File: src/rtl/stdcore_ubfifo_rdctl_pkg.sv
// rtl/stdcore_ubfifo_rdctl_pkg.sv - shared types and helpers for the unified-block FIFO read controller
package stdcore_ubfifo_rdctl_pkg;

  localparam int DEF_UB_SIZE       = 64;
  localparam int DEF_UNIT          = 4;
  localparam int DEF_UB_UNITS_LOG2 = $clog2(DEF_UB_SIZE / DEF_UNIT);

  typedef enum logic [2:0] {
    ST_IDLE,
    ST_WAIT,
    ST_READ,
    ST_NEXT,
    ST_FLUSH
  } rd_state_e;

  function automatic logic [12:0] ceil_div_unit(input logic [12:0] n, input int unsigned unit_log2);
    logic [12:0] round_up;
    round_up = (13'd1 << unit_log2) - 13'd1;
    return (n + round_up) >> unit_log2;
  endfunction

endpackage

File: src/rtl/stdcore_skid2.sv
// rtl/stdcore_skid2.sv - two-entry output buffer with a read-credit check
module stdcore_skid2 #(
  parameter int W = 8
) (
  input  logic         clk,
  input  logic         arst_n,
  input  logic         push,
  input  logic [W-1:0] push_data,
  input  logic         in_flight,
  input  logic         pop_ready,
  output logic [W-1:0] head_data,
  output logic         head_valid,
  output logic         credit
);

  logic [W-1:0] mem [2];
  logic         rd_ptr;
  logic         wr_ptr;
  logic [1:0]   occ;
  logic         pop;

  assign head_valid = (occ != 2'd0);
  assign pop        = head_valid & pop_ready;
  assign head_data  = mem[rd_ptr];
  // A read in flight already owns a slot, so it counts against the two entries.
  assign credit     = (({1'b0, occ} + {2'b00, in_flight}) < 3'd2) || pop;

  always_ff @(posedge clk or negedge arst_n) begin
    if (!arst_n) begin
      mem[0] <= '0;
      mem[1] <= '0;
      rd_ptr <= 1'b0;
      wr_ptr <= 1'b0;
      occ    <= 2'd0;
    end else begin
      if (push) begin
        mem[wr_ptr] <= push_data;
        wr_ptr      <= ~wr_ptr;
      end
      if (pop) rd_ptr <= ~rd_ptr;
      case ({push, pop})
        2'b10:   occ <= occ + 2'd1;
        2'b01:   occ <= occ - 2'd1;
        default: occ <= occ;
      endcase
    end
  end

endmodule

File: src/rtl/stdcore_ubfifo_rdctl.sv
// rtl/stdcore_ubfifo_rdctl.sv - raster tile walker that reads unified blocks out of the FIFO
module stdcore_ubfifo_rdctl
  import stdcore_ubfifo_rdctl_pkg::*;
#(
  parameter int DW     = 1,
  parameter int AW     = 1,
  parameter int ubSize = 64,
  parameter int unit   = 4
) (
  input  logic          clk,
  input  logic          arst_n,
  input  logic          start,
  input  logic [12:0]   pic_width_in_luma_samples,
  input  logic [12:0]   pic_height_in_luma_samples,
  input  logic [DW-1:0] c,
  input  logic [AW:0]   c_st,
  output logic [AW-1:0] c_raddr,
  output logic          c_re_n,
  output logic [AW:0]   c_pblk,
  output logic [12:0]   c_x1,
  output logic [12:0]   c_y1,
  output logic [DW-1:0] o_data,
  output logic [10:0]   o_ux,
  output logic [10:0]   o_uy,
  output logic          o_last,
  output logic          o_valid,
  input  logic          o_ready,
  output logic          busy,
  output logic          done
);

  localparam int unsigned UNIT_LOG2 = $clog2(unit);
  localparam int          CW        = $clog2(ubSize / unit) + 1;
  localparam logic [12:0] UB        = 13'(ubSize);
  localparam logic [AW:0] ONE_K     = (AW+1)'(1);
  localparam logic [CW-1:0] ONE_C   = CW'(1);

  rd_state_e     state_q, state_d;
  logic [12:0]   w_q, h_q, x0_q, y0_q;
  logic [12:0]   x_end, y_end, nu_x, nu_y;
  logic [AW:0]   nvalid;
  logic [AW:0]   k_q;
  logic [CW-1:0] ux_q, uy_q;
  logic          in_flight_q;
  logic [22:0]   tag_q;
  logic          issue, last_read, credit;

  // Tile geometry follows the registered origin; it only moves in NEXT.
  always_comb begin
    x_end  = (x0_q + UB > w_q) ? w_q : x0_q + UB;
    y_end  = (y0_q + UB > h_q) ? h_q : y0_q + UB;
    nu_x   = ceil_div_unit(x_end - x0_q, UNIT_LOG2);
    nu_y   = ceil_div_unit(y_end - y0_q, UNIT_LOG2);
    nvalid = (AW+1)'(nu_x * nu_y);
  end

  assign last_read = (k_q == nvalid - ONE_K);

  always_comb begin
    state_d = state_q;
    issue   = 1'b0;
    c_pblk  = '0;
    done    = 1'b0;
    case (state_q)
      ST_IDLE: begin
        if (start) begin
          state_d = (pic_width_in_luma_samples == 13'd0 || pic_height_in_luma_samples == 13'd0)
                    ? ST_FLUSH : ST_WAIT;
        end
      end
      ST_WAIT: begin
        if (c_st >= nvalid) state_d = ST_READ;
      end
      ST_READ: begin
        if (credit) begin
          issue = 1'b1;
          if (last_read) begin
            c_pblk  = nvalid;
            state_d = ST_NEXT;
          end
        end
      end
      ST_NEXT: begin
        state_d = (x0_q + UB >= w_q && y0_q + UB >= h_q) ? ST_FLUSH : ST_WAIT;
      end
      ST_FLUSH: begin
        if (!o_valid && !in_flight_q) begin
          done    = 1'b1;
          state_d = ST_IDLE;
        end
      end
      default: state_d = ST_IDLE;
    endcase
  end

  assign c_re_n  = ~issue;
  assign c_raddr = k_q[AW-1:0];
  assign busy    = (state_q != ST_IDLE);

  always_ff @(posedge clk or negedge arst_n) begin
    if (!arst_n) begin
      state_q     <= ST_IDLE;
      w_q         <= '0;
      h_q         <= '0;
      x0_q        <= '0;
      y0_q        <= '0;
      c_x1        <= '0;
      c_y1        <= '0;
      k_q         <= '0;
      ux_q        <= '0;
      uy_q        <= '0;
      in_flight_q <= 1'b0;
      tag_q       <= '0;
    end else begin
      state_q     <= state_d;
      in_flight_q <= issue;
      case (state_q)
        ST_IDLE: begin
          if (start) begin
            w_q  <= pic_width_in_luma_samples;
            h_q  <= pic_height_in_luma_samples;
            x0_q <= '0;
            y0_q <= '0;
          end
        end
        ST_WAIT: begin
          c_x1 <= x_end - 13'd1;
          c_y1 <= y_end - 13'd1;
          k_q  <= '0;
          ux_q <= '0;
          uy_q <= '0;
        end
        ST_READ: begin
          if (issue) begin
            k_q   <= k_q + ONE_K;
            tag_q <= {11'(x0_q >> UNIT_LOG2) + 11'(ux_q), 11'(y0_q >> UNIT_LOG2) + 11'(uy_q), last_read};
            if (13'(ux_q) == nu_x - 13'd1) begin
              ux_q <= '0;
              uy_q <= uy_q + ONE_C;
            end else begin
              ux_q <= ux_q + ONE_C;
            end
          end
        end
        ST_NEXT: begin
          if (x0_q + UB >= w_q) begin
            x0_q <= '0;
            y0_q <= y0_q + UB;
          end else begin
            x0_q <= x0_q + UB;
          end
        end
        default: ;
      endcase
    end
  end

  // FIFO data arrives one cycle after the read; the unit tag travels alongside it.
  stdcore_skid2 #(.W(DW + 23)) u_skid (
    .clk       (clk),
    .arst_n    (arst_n),
    .push      (in_flight_q),
    .push_data ({c, tag_q}),
    .in_flight (in_flight_q),
    .pop_ready (o_ready),
    .head_data ({o_data, o_ux, o_uy, o_last}),
    .head_valid(o_valid),
    .credit    (credit)
  );

endmodule

File: config.mk
export PLATFORM = sky130hd
export DESIGN_NAME = stdcore_ubfifo_rdctl
export DESIGN_NICKNAME = d
export VERILOG_FILES = /design/src/rtl/stdcore_ubfifo_rdctl_pkg.sv /design/src/rtl/stdcore_skid2.sv /design/src/rtl/stdcore_ubfifo_rdctl.sv
export SDC_FILE = /design/constraint.sdc
export NUM_CORES = 1
export LEC_CHECK = 0
export ABC_CLOCK_PERIOD_IN_PS = 11000
export CORE_AREA = 3 3 136 138
export CTS_BUF_LIST = sky130_fd_sc_hd__clkbuf_4 sky130_fd_sc_hd__clkbuf_8
export DETAILED_ROUTE_END_ITERATION = 6
export DIE_AREA = 0 0 139 141
export GPL_TIMING_DRIVEN = 0
export PLACE_DENSITY = 0.74
export SLEW_MARGIN = 20
export SYNTH_ARGS = -nofsm -noshare
export SYNTH_HDL_FRONTEND = slang
export SYNTH_HIERARCHICAL = 1
export SYNTH_SLANG_ARGS = --single-unit
File: constraint.sdc
create_clock -name clk -period 11 [get_ports clk]
set_clock_uncertainty 0.1 [all_clocks]
set_input_delay 1.65 -clock clk [delete_from_list [all_inputs] [get_ports clk]]
set_output_delay 1.65 -clock clk [all_outputs]
set_load 0.05 [all_outputs]
==> results of run 1 <==
## worst paths after layout
kind,to,slack (ns),from
worst max-delay path,c_pblk[0],2.27,x0_q[6]
worst min-delay path,c_x1[9],0.39,c_x1[9]
worst max register to register,ux_q[3],4.24,x0_q[6]
worst min register to register,c_x1[9],0.39,c_x1[9]
max in group asynchronous,state_q[2],8.95,arst_n
min in group asynchronous,u_skid/mem[15],1.06,arst_n
## power groups by stage
stage	sequential [mW]	clock, mW	combinational (mW)
floorplan	1.00	0	1.46
global placement	0.881	0	2.08
detailed placement	0.884	0	2.11
CTS	0.875	0.420	2.14
global route	0.901	0.446	2.35
finish	0.877	0.411	2.14
## cell type report
cell class / instances / area [um2] / area share [%]
multi-input cells: 716 / 5170 / 46.6
clock buffers: 18 / 248 / 2.23
repair buffers: 90 / 923 / 8.32
inverters: 51 / 191 / 1.73
plain buffers: 45 / 220 / 1.99
flip-flops and latches: 157 / 3930 / 35.4
clock inverters: 14 / 126 / 1.14
well taps: 225 / 282 / 2.54
## critical path, cell delays in order, from the launching register on
cell and delay [ns]:
dfrtp_1 0.50, ha_1 0.27, nand3_1 0.12, o21a_1 0.20, or2_1 0.29, ha_1 0.33
nand4_1 0.13, a21oi_1 0.45, o21bai_1 0.16, buf_1 0.26, nor2_1 0.34, inv_1 0.16
ha_1 0.28, fa_1 0.49, xor2_1 0.56, nand2_1 0.18, xor2_1 0.33, xor2_1 0.11
nor4_1 0.46, clkdlybuf4s50_1 0.90
## cells in the final DEF, fill, tap and decap left out, types with 9 or more instances in the layout
cell type / instances
clkdlybuf4s50_1: 88
inv_1: 50
a22o_1: 11
nor4_1: 9
mux2i_1: 12
dfrtp_1: 157
nand3_1: 30
o21ai_0: 78
xor2_1: 24
xnor2_1: 28
mux2_2: 88
a21oi_1: 24
nor2_1: 45
clkbuf_8: 18
nor3_1: 18
clkbuf_1: 29
ha_1: 52
a21o_1: 10
a211oi_1: 9
nand2_1: 136
nand4_1: 16
## kinds of logic after synthesis
family          share of synthesized area [%]
fa+ha+maj                                7.26
compound gates                           14.8
simple gates                             15.4
buf+inv                                  4.33
xor+xnor                                 5.02
mux                                      11.8
flops                                    41.3
other cells                            0.0394
## per-layer routing
| layer | global-route usage (%) | wire length (um) | vias to the layer above |
|---|---|---|---|
| met3 | 3.80 | 987 | 29 |
| li1 | - | - | 3657 |
| met5 | 0 | 0 | - |
| met1 | 33.2 | 10600 | 3590 |
| met4 | 7.00 | 400 | 0 |
| met2 | 35.5 | 9910 | 200 |
## sequential cells by signal, summed over array words and instances (netlist names), 2 cells and up
| name | flops |
|---|---|
| k_q | 2 |
| state_q | 3 |
| uy_q | 5 |
| x0_q | 7 |
| tag_q | 23 |
| w_q | 13 |
| c_y1 | 13 |
| ux_q | 5 |
| u_skid/occ | 2 |
| y0_q | 7 |
| h_q | 13 |
| c_x1 | 13 |
| u_skid/mem | 48 |
## metrics by stage
step	setup WS [ns]	utilization [%]	hold WS (ns)	instances	power (mW)
after floorplan	3.69	-	0.349	969	2.46
after CTS	2.27	64.1	0.394	1316	3.43
after detailed placement	2.84	62.0	0.369	1284	3.00
after global routing	1.94	64.1	0.413	1316	3.69
final	2.27	64.1	0.388	1316	3.43
after global placement	1.81	61.8	0.365	1283	2.96
==> results list, run 1 <==
- The worst hold path was traced through 2 stages.
- Cell count of the worst reg-to-reg path: 24
- FFs w/ async S/R, synth: between 90% and 100%
* Startpoint kind of the worst setup timing path: register
- In this run, synthesis produced a sequential element count of between 150 and 200.
- Sequential share of power: 25.6%
* Number of max-cap violations: 0
- Global routing used between 20 and 25% of the available tracks.
* Total congestion overflow after global routing: 0
- First-pass DRT Iterations: 5
- Critical path data arrival time: between 6 and 7 ns
- Placed Area: approximately 0.011 mm2
- Clock-pin slew was measured on the worst setup and hold paths at roughly 0.10 ns.
- Number of top-level pins: 90
- In this run, synthesis inferred 0 flip-flops with an integrated enable.
- Synthesized net count: ~1100
- The clock net in this run drives a total of 157 sinks.
- Static timing analysis puts the maximum clock frequency at about 110 MHz.
* Power density relative to cell area: 309 mW/mm2
- Required time worst endpoint: between 9 and 10 ns
- Count leader, synth: dfrtp_1
* Detailed-route wire length per cell: around 17 um
- The via count of the first global-routing pass was about 7200.
* Wire length of the first global-routing pass: between 30 and 40 mm
- The run finished with clean final reports.
- A synthesized cell averages between 9 and 10 um2.
- Cell-internal power: approximately 1.7 mW
* Number of antenna violations at the first check in global routing: 0
- Number of nets with antenna violations after routing: 0
- At the end of routability-driven placement, the weighted congestion stood at approximately 0.9.
* Wirelength, routed: 21.9 mm
* Post-route fraction of the period consumed by the critical path: approximately four fifths
* Cell type contributing the most total cell area after synthesis: dfrtp_1
- Netlist area before placement: between 0.009 and 0.01 mm2
* Number of buffers created by CTS: 17
* DIE HEIGHT: around 140 um
* Total Negative Setup Slacks: 0 ns
- Layout overhead on the synthesized area: 16.6%
- Floorplan Core Area: 0.0173 mm2
- Die width: 139 um
- Number of placement rows: 48
- Post-CTS repair timing setup buffer count: 0
* Leakage power: about 5 nW
- Resized cells post-CTS: 0
* Residual DRC: 0
- Master cell of the clock root buffer: clkbuf_8
- In this run, post-CTS hold repair placed 0 buffers.
- Buffers from clock root to sink, at most: 2
- Detail Placement HPWL: between 15 and 20 mm
- Once the floorplan was initialized, standard cells occupied a little over half of the core.
- After layout, the minimum clock period comes to 8.73 ns.
- Leading register cell type out of synthesis: dfrtp_1
- The post-route netlist has around 15% of its cells at a drive strength greater than 1.
- Vias after detailed routing: between 7000 and 8000
- The worst pin sits at a relative slew slack of between 50% and 60%.
- In this run, the clock network consumes 12.0% of the power.
- Combinational logic is responsible for between 60% and 70% of the overall power.
* Hold crit path type: reg2reg
- STA classifies the critical path endpoint as an output port.
- In this run the power spent charging and discharging nets is around 1.7 mW.
* Final standard cell area without fillers: 0.0111 mm2
- The worst-case IR drop observed on VDD is between 200 and 250 uV.
- The netlist uses between 80 and 90 different library cells.
* Max-slew violation total from the final report: 0
* Count of port buffers added during placement: just under 90
- Setup violations remaining at the end of the flow were counted as 0.
- The number of hold-slack violations in the final timing report came to 0.
- Gate count of the mapped netlist: 969
- The detailed router finished its first iteration with 507 violations.
* Switching share of total power: between 40% and 50%
* # nets final: between 1000 and 1500
- Antenna diode count: 0
- At the pin with the least slew margin, the transition time is between 0.6 and 0.7 ns.
- Worst-path maximum fanout: 10
- By area the synthesized netlist is led by dfrtp_1, mux2_2, ha_1.
- Entering global routing, the biggest net connects 84 pins.
* Setup repair after global routing missed its margin: no
- Class of the most critical setup path: reg2out
- Synth top area share: 41.3%
- CTS built an H-tree with a depth of 4.
- TritonCTS built the clock tree.
- For this run, the number of Yosys warnings is 6.
- Worst-skew pair later-pin latency: about 0.45 ns
* Portion of the post-synthesis area used by sequential elements: about two fifths
- Die area: 0.0196 mm2
* Per-cell via count in the routed design: 5.68
- Number of fill cells in the layout: between 1000 and 1500
* Most used standard cells in the synthesized netlist: dfrtp_1, nand2_1, mux2_2
No activity file was read; power rests on OpenSTA's default activity.
==> inputs of run 2 (changes only) <==
--- a/config.mk
+++ b/config.mk
@@ -5,7 +5,7 @@
 export SDC_FILE = /design/constraint.sdc
 export NUM_CORES = 1
 export LEC_CHECK = 0
-export ABC_CLOCK_PERIOD_IN_PS = 11000
+export ABC_CLOCK_PERIOD_IN_PS = 8950
 export CORE_AREA = 3 3 136 138
 export CTS_BUF_LIST = sky130_fd_sc_hd__clkbuf_4 sky130_fd_sc_hd__clkbuf_8
 export DETAILED_ROUTE_END_ITERATION = 6
==> constraint.sdc (replaced) <==
create_clock -name clk -period 8.95 [get_ports clk]
set_clock_uncertainty 0.1 [all_clocks]
set_input_delay 1.3425 -clock clk [delete_from_list [all_inputs] [get_ports clk]]
set_output_delay 1.3425 -clock clk [all_outputs]
set_load 0.05 [all_outputs]
==> results of run 2 <==
The final DEF is identical to that of run 1. Status: finished, final reports clean.
Among the figures that moved: setup slack after placement 2.84 ns -> 1.10 ns; setup slack after layout 2.27 ns -> 0.527 ns; register-to-register setup slack 4.24 ns -> 2.19 ns; total power 3.43 mW -> 4.21 mW; worst IR drop on VDD 221 uV -> 272 uV
